## src/rtl/shared_pkg.sv

```systemverilog
// Types and widths shared between the synchronous FIFO and its read-side engine.
package shared_pkg;

    localparam int FIFO_WIDTH = 16;

    typedef enum logic [1:0] {
        RD_IDLE,
        RD_ACTIVE,
        RD_HALT
    } rd_state_e;

endpackage

```

## src/rtl/fifo_rd_buf.sv

```systemverilog
// Two-entry circular output buffer that absorbs the FIFO's one-cycle read latency.
module fifo_rd_buf #(
    parameter int WIDTH = 16
) (
    input  logic             clk,
    input  logic             rst_n,
    input  logic             wr,
    input  logic [WIDTH-1:0] wdata,
    input  logic             pop,
    output logic [1:0]       occ,
    output logic [WIDTH-1:0] head_data
);

    logic [WIDTH-1:0] mem [2];
    logic             hd;
    logic             wr_idx;

    // The write slot sits occ entries past the head, modulo 2.
    assign wr_idx    = hd ^ occ[0];
    assign head_data = mem[hd];

    // NOTE: the two data entries are reset along with the pointers so the
    // head output reads zero out of reset instead of X.
    always_ff @(posedge clk or negedge rst_n) begin
        if (!rst_n) begin
            mem[0] <= '0;
            mem[1] <= '0;
            hd     <= 1'b0;
            occ    <= 2'd0;
        end else begin
            // NOTE: non-blocking assignments here, so every statement below
            // sees the pre-edge occ/hd and a same-cycle write and pop both
            // resolve against the old head.
            if (wr) begin
                mem[wr_idx] <= wdata;
            end
            if (pop) begin
                hd <= ~hd;
            end
            occ <= occ + {1'b0, wr} - {1'b0, pop};
        end
    end

endmodule

```

## src/rtl/fifo_rd_stream.sv

```systemverilog
// Read-side engine: drains the FIFO into a valid/ready stream, counts delivered
// words and halts reads after a FIFO underflow until the error is cleared.
module fifo_rd_stream #(
    parameter int FIFO_WIDTH = shared_pkg::FIFO_WIDTH,
    parameter int CNT_WIDTH  = 16
) (
    input  logic                  clk,
    input  logic                  rst_n,
    input  logic                  enable,
    input  logic                  clr_err,
    input  logic                  fifo_empty,
    input  logic                  fifo_underflow,
    input  logic [FIFO_WIDTH-1:0] fifo_data_out,
    output logic                  fifo_rd_en,
    output logic                  m_valid,
    input  logic                  m_ready,
    output logic [FIFO_WIDTH-1:0] m_data,
    output logic [CNT_WIDTH-1:0]  rd_count,
    output logic                  underflow_err
);

    import shared_pkg::*;

    rd_state_e  state;
    logic       inflight;
    logic [1:0] occ;
    logic       pop;
    logic [2:0] pending;

    fifo_rd_buf #(
        .WIDTH (FIFO_WIDTH)
    ) u_buf (
        .clk       (clk),
        .rst_n     (rst_n),
        .wr        (inflight),
        .wdata     (fifo_data_out),
        .pop       (pop),
        .occ       (occ),
        .head_data (m_data)
    );

    assign m_valid = (occ != 2'd0);
    assign pop     = m_valid && m_ready;

    // Occupancy after this edge; doubles as the room check for a new read.
    assign pending = {1'b0, occ} + {2'b00, inflight} - {2'b00, pop};

    // Gated by rst_n so the FIFO is never popped while this engine is held in reset.
    assign fifo_rd_en = rst_n && enable && !fifo_empty && (state != RD_HALT)
                        && (pending < 3'd2);

    assign underflow_err = (state == RD_HALT);

    always_ff @(posedge clk or negedge rst_n) begin
        if (!rst_n) begin
            state    <= RD_IDLE;
            inflight <= 1'b0;
            rd_count <= '0;
        end else begin
            inflight <= fifo_rd_en;
            if (pop) begin
                rd_count <= rd_count + 1'b1;
            end

            if (fifo_underflow) begin
                state <= RD_HALT;
            end else begin
                case (state)
                    RD_IDLE:   if (fifo_rd_en) state <= RD_ACTIVE;
                    RD_ACTIVE: if (pending == 3'd0 && !fifo_rd_en) state <= RD_IDLE;
                    RD_HALT:   if (clr_err) state <= RD_IDLE;
                    default:   state <= RD_IDLE;
                endcase
            end
        end
    end

endmodule

```

## config.mk

```make
export PLATFORM = sky130hd
export DESIGN_NAME = fifo_rd_stream
export DESIGN_NICKNAME = d
export VERILOG_FILES = /design/src/rtl/shared_pkg.sv /design/src/rtl/fifo_rd_buf.sv /design/src/rtl/fifo_rd_stream.sv
export SDC_FILE = /design/constraint.sdc
export NUM_CORES = 1
export LEC_CHECK = 0
export BUFFER_PORTS_ARGS = -buffer_cell sky130_fd_sc_hd__buf_4
export CORE_MARGIN = 5
export CORE_UTILIZATION = 53
export DETAILED_ROUTE_END_ITERATION = 10
export GPL_ROUTABILITY_DRIVEN = 0
export PLACE_DENSITY = 0.79
export SYNTH_ARGS = -nofsm -noshare
export SYNTH_HDL_FRONTEND = slang
export SYNTH_HIERARCHICAL = 1
export SYNTH_SLANG_ARGS = --single-unit
```

## constraint.sdc

```tcl
create_clock -name clk -period 3.9 [get_ports clk]
set_input_delay 0.585 -clock clk [delete_from_list [all_inputs] [get_ports clk]]
set_output_delay 0.585 -clock clk [all_outputs]
set_load 0.005 [all_outputs]
```

==> impl_metrics.json <==
{
  "post_route_cells_drive_above_1_share_pct": 51.5,
  "full_die_area_sq_um": 6170,
  "area_growth_pct": 22.9,
  "layout_setup_ws_ns": 0.263,
  "synth.cell_area_sq_um": 2490,
  "yosys-mux-area-fraction_pct": 23.8,
  "ys_seq_elements": 54,
  "initial_utilization_pct": 53.8,
  "crit_arrival_ns": 3.05,
  "grt_pass1_wl_microns": 8000,
  "drtAntennaViolNets": 0,
  "max-slew-margin-rel_pct": 38.1,
  "remaining_design_rule_violation_count": 0,
  "p_leak_nw": 1.50,
  "fp.dieW_microns": 78.6,
  "clock_insertion_delay_worst_skew_ns": 0.30,
  "yosysWarningCount": 6,
  "tritoncts": "built",
  "wirelength_microns": 4600,
  "worst_hold_slack_ns": 0.421,
  "initial_antenna_violation_count": 0,
  "grt_pass1_vias": 1671,
  "final.fill_count": 390,
  "detail_route.wl_per_cell_microns": 15.8,
  "cts-htree-levels": 2,
  "post_drt_via_cell_ratio": 5.12,
  "number_of_synthesized_flops_with_an_enable_pin": 0,
  "avg_cell_area_syn_sq_um": 14.2,
  "dp.final_hpwl_microns": 3320,
  "grt_start_max_net_pins": 55,
  "finalClockSkew_ns": 0.00516,
  "synth_fa_ha_area_share_pct": 3.31,
  "finalHoldViolCount": 0,
  "layout.cells.most_common_list": "buf_4, dfrtp_1, mux2_2",
  "worst-slew-pin-transition_ns": 0.929,
  "die_extent_in_y_microns": 78.6,
  "final.min_clock_period_ns": 3.64,
  "fmax_mhz": 275,
  "min_path_type": "in -> async",
  "clock_tree.buffer_depth": 2,
  "maxSlewViolCount": 0,
  "critical_path.cell_chain": "or2_1 > and2_1 > ha_1 > inv_1 > ha_1 > inv_1 > fa_1 > xnor2_1 > nand2_1 > or3_1 > nor2_1 > buf_4",
  "antenna_cells": 0,
  "cts.repair.resized": 0,
  "ys_dominant_reg_cell": "dfrtp_1",
  "layout_commonest_cell": "buf_4",
  "dr.pass1.iters": 4,
  "worst_path_max_delay_cell": "dfrtp_1",
  "synth_cell_types": 28,
  "final-instance-count-excl-fill": 291,
  "worstPathRequired_ns": 3.31,
  "detail_route.iter0.violations": 56,
  "synth-compound-area-share_pct": 1.31,
  "io-pin-count": 58,
  "placed_cell_area_sq_um": 2950,
  "cp_max_fo": 6,
  "tritoncts_num_sinks": 54,
  "fin_total_pwr_mw": 2.18,
  "netlist_instances": 176,
  "ff2ff_path_depth": 11,
  "grt_setup_unrepaired": "false",
  "worst-setup-path-type": "reg -> out",
  "timing.final.setup_violations": 0,
  "syn_nets": 205,
  "grt-ovfl-total": 0,
  "number_of_max_cap_violations": 0,
  "post_cts.repair.setup_buffers": 0,
  "core_sq_um": 4630,
  "status": "complete, no violations",
  "tns_ns": 0,
  "yosys.area_share.xor_xnor_pct": 7.33,
  "fin_util_pct": 66.2,
  "nature_of_the_critical_path_endpoint": "output port",
  "root_buffer": "clkbuf_8",
  "vdd_ir_drop_max_uv": 358,
  "crit_path_launch_type": "flip-flop",
  "cts.clk_slew.worst_paths_ns": 0.09,
  "placementRows": 25,
  "vias": 1489,
  "post_cts_hold_buffer_count": 0,
  "main_combinational_cell_family_by_area_after_synthesis": "multiplexers",
  "tritoncts.num_buffers": 5,
  "post_synth_and_or_nand_nor_area_fraction_pct": 7.03,
  "nNetsFinal": 265,
  "cpPeakStageDelay_ns": 0.46,
  "ys_async_sr_fraction_pct": 100,
  "post_route_clock_period_utilization_pct": 93.3,
  "layout.cell_area.non_filler_sq_um": 3060,
  "place.port_buffers": 57,
  "dp_slack_ns": 0.588,
  "power.density_nw_per_um2": 713,
  "number_of_placed_instances_taps_included": 283,
  "global_route.usage.total_pct": 16.7,
  "sequential_element_share_of_the_synthesized_area_pct": 54.2
}
[report_power, final]
| part | leakage [nW] | internal, mW | switching (mW) |
|---|---|---|---|
| clock network | 0.0575 | 0.180 | 0.173 |
| registers | 0.659 | 0.780 | 0.154 |
| logic | 0.780 | 0.582 | 0.314 |
| total | 1.50 | 1.54 | 0.642 |
[cell usage after synthesis, types with 2 or more instances]
| master | number | area [sq um] |
|---|---|---|
| dfrtp_1 | 54 | 1350 |
| buf_2 | 3 | 15.0 |
| and3_1 | 4 | 25.0 |
| nand2_1 | 9 | 33.8 |
| xor2_1 | 6 | 52.6 |
| buf_6 | 3 | 33.8 |
| mux2_2 | 38 | 428 |
| nand4_1 | 2 | 12.5 |
| xnor2_1 | 13 | 114 |
| nor2_1 | 3 | 11.3 |
| nand3_1 | 3 | 15.0 |
| mux2_4 | 11 | 165 |
| or2_1 | 2 | 12.5 |
| inv_1 | 7 | 26.3 |
| ha_1 | 5 | 62.6 |
[worst max-delay path, delay by kind of cell, from the launching register on]
family | cells | cell delay (ns)
and+or+nand+nor | 5 | 1.07
buffers and inverters | 3 | 0.24
adders and majority gates | 3 | 0.81
DFF | 1 | 0.46
xor gates and xnor gates | 1 | 0.16
[logic make-up after synthesis]
kind of cell / Yosys count
AOI/OAI and AO/OA: 4
xor gates and xnor gates: 20
adders and majority gates: 6
buffers and inverters: 13
DFF: 54
muxes: 49
and+or+nand+nor: 30
[final timing paths]
path                       slack, ns                   endpoint              startpoint
setup / recovery                0.26                 fifo_rd_en  u_buf/occ[0]$_DFF_PN0_
hold / removal                  0.42  u_buf/mem[28]$_DFFE_PN0P_                   rst_n
setup reg to reg                1.13       state[0]$_DFFE_PN0P_  u_buf/occ[0]$_DFF_PN0_
hold reg to reg                 0.43       state[0]$_DFFE_PN0P_    state[1]$_DFFE_PN0P_
max in group asynchronous       3.05  u_buf/mem[11]$_DFFE_PN0P_                   rst_n
min in group clk                0.43       state[0]$_DFFE_PN0P_    state[1]$_DFFE_PN0P_
[layout make-up]
cell class                 instances  area, sq um  area share (%)
clock buffer                       8          110            3.59
inverter                           7         26.3           0.857
multi-input combinational        109         1070            34.8
sequential                        54         1350            44.1
tap                               54         67.6            2.20
timing repair buffer              59          443            14.5
[registers in the layout, summed over array words and instances, names as in the netlist]
| register | count |
|---|---|
| u_buf/mem | 32 |
| rd_count | 16 |
| state | 2 |
| u_buf/occ | 2 |
| inflight | 1 |
| u_buf/hd | 1 |
[routing by layer]
metal  wire length (microns)  track usage (%)  part of all wire [%]  vias up
li1                        -                -                     -      721
met1                    2070             22.3                    45      729
met2                    2260             26.7                    49       34
met3                     231             5.28                   5.0        5
met4                      39             4.20                  0.85        0
met5                       0                0                     0        -
Power figures use the tool's default switching activity.
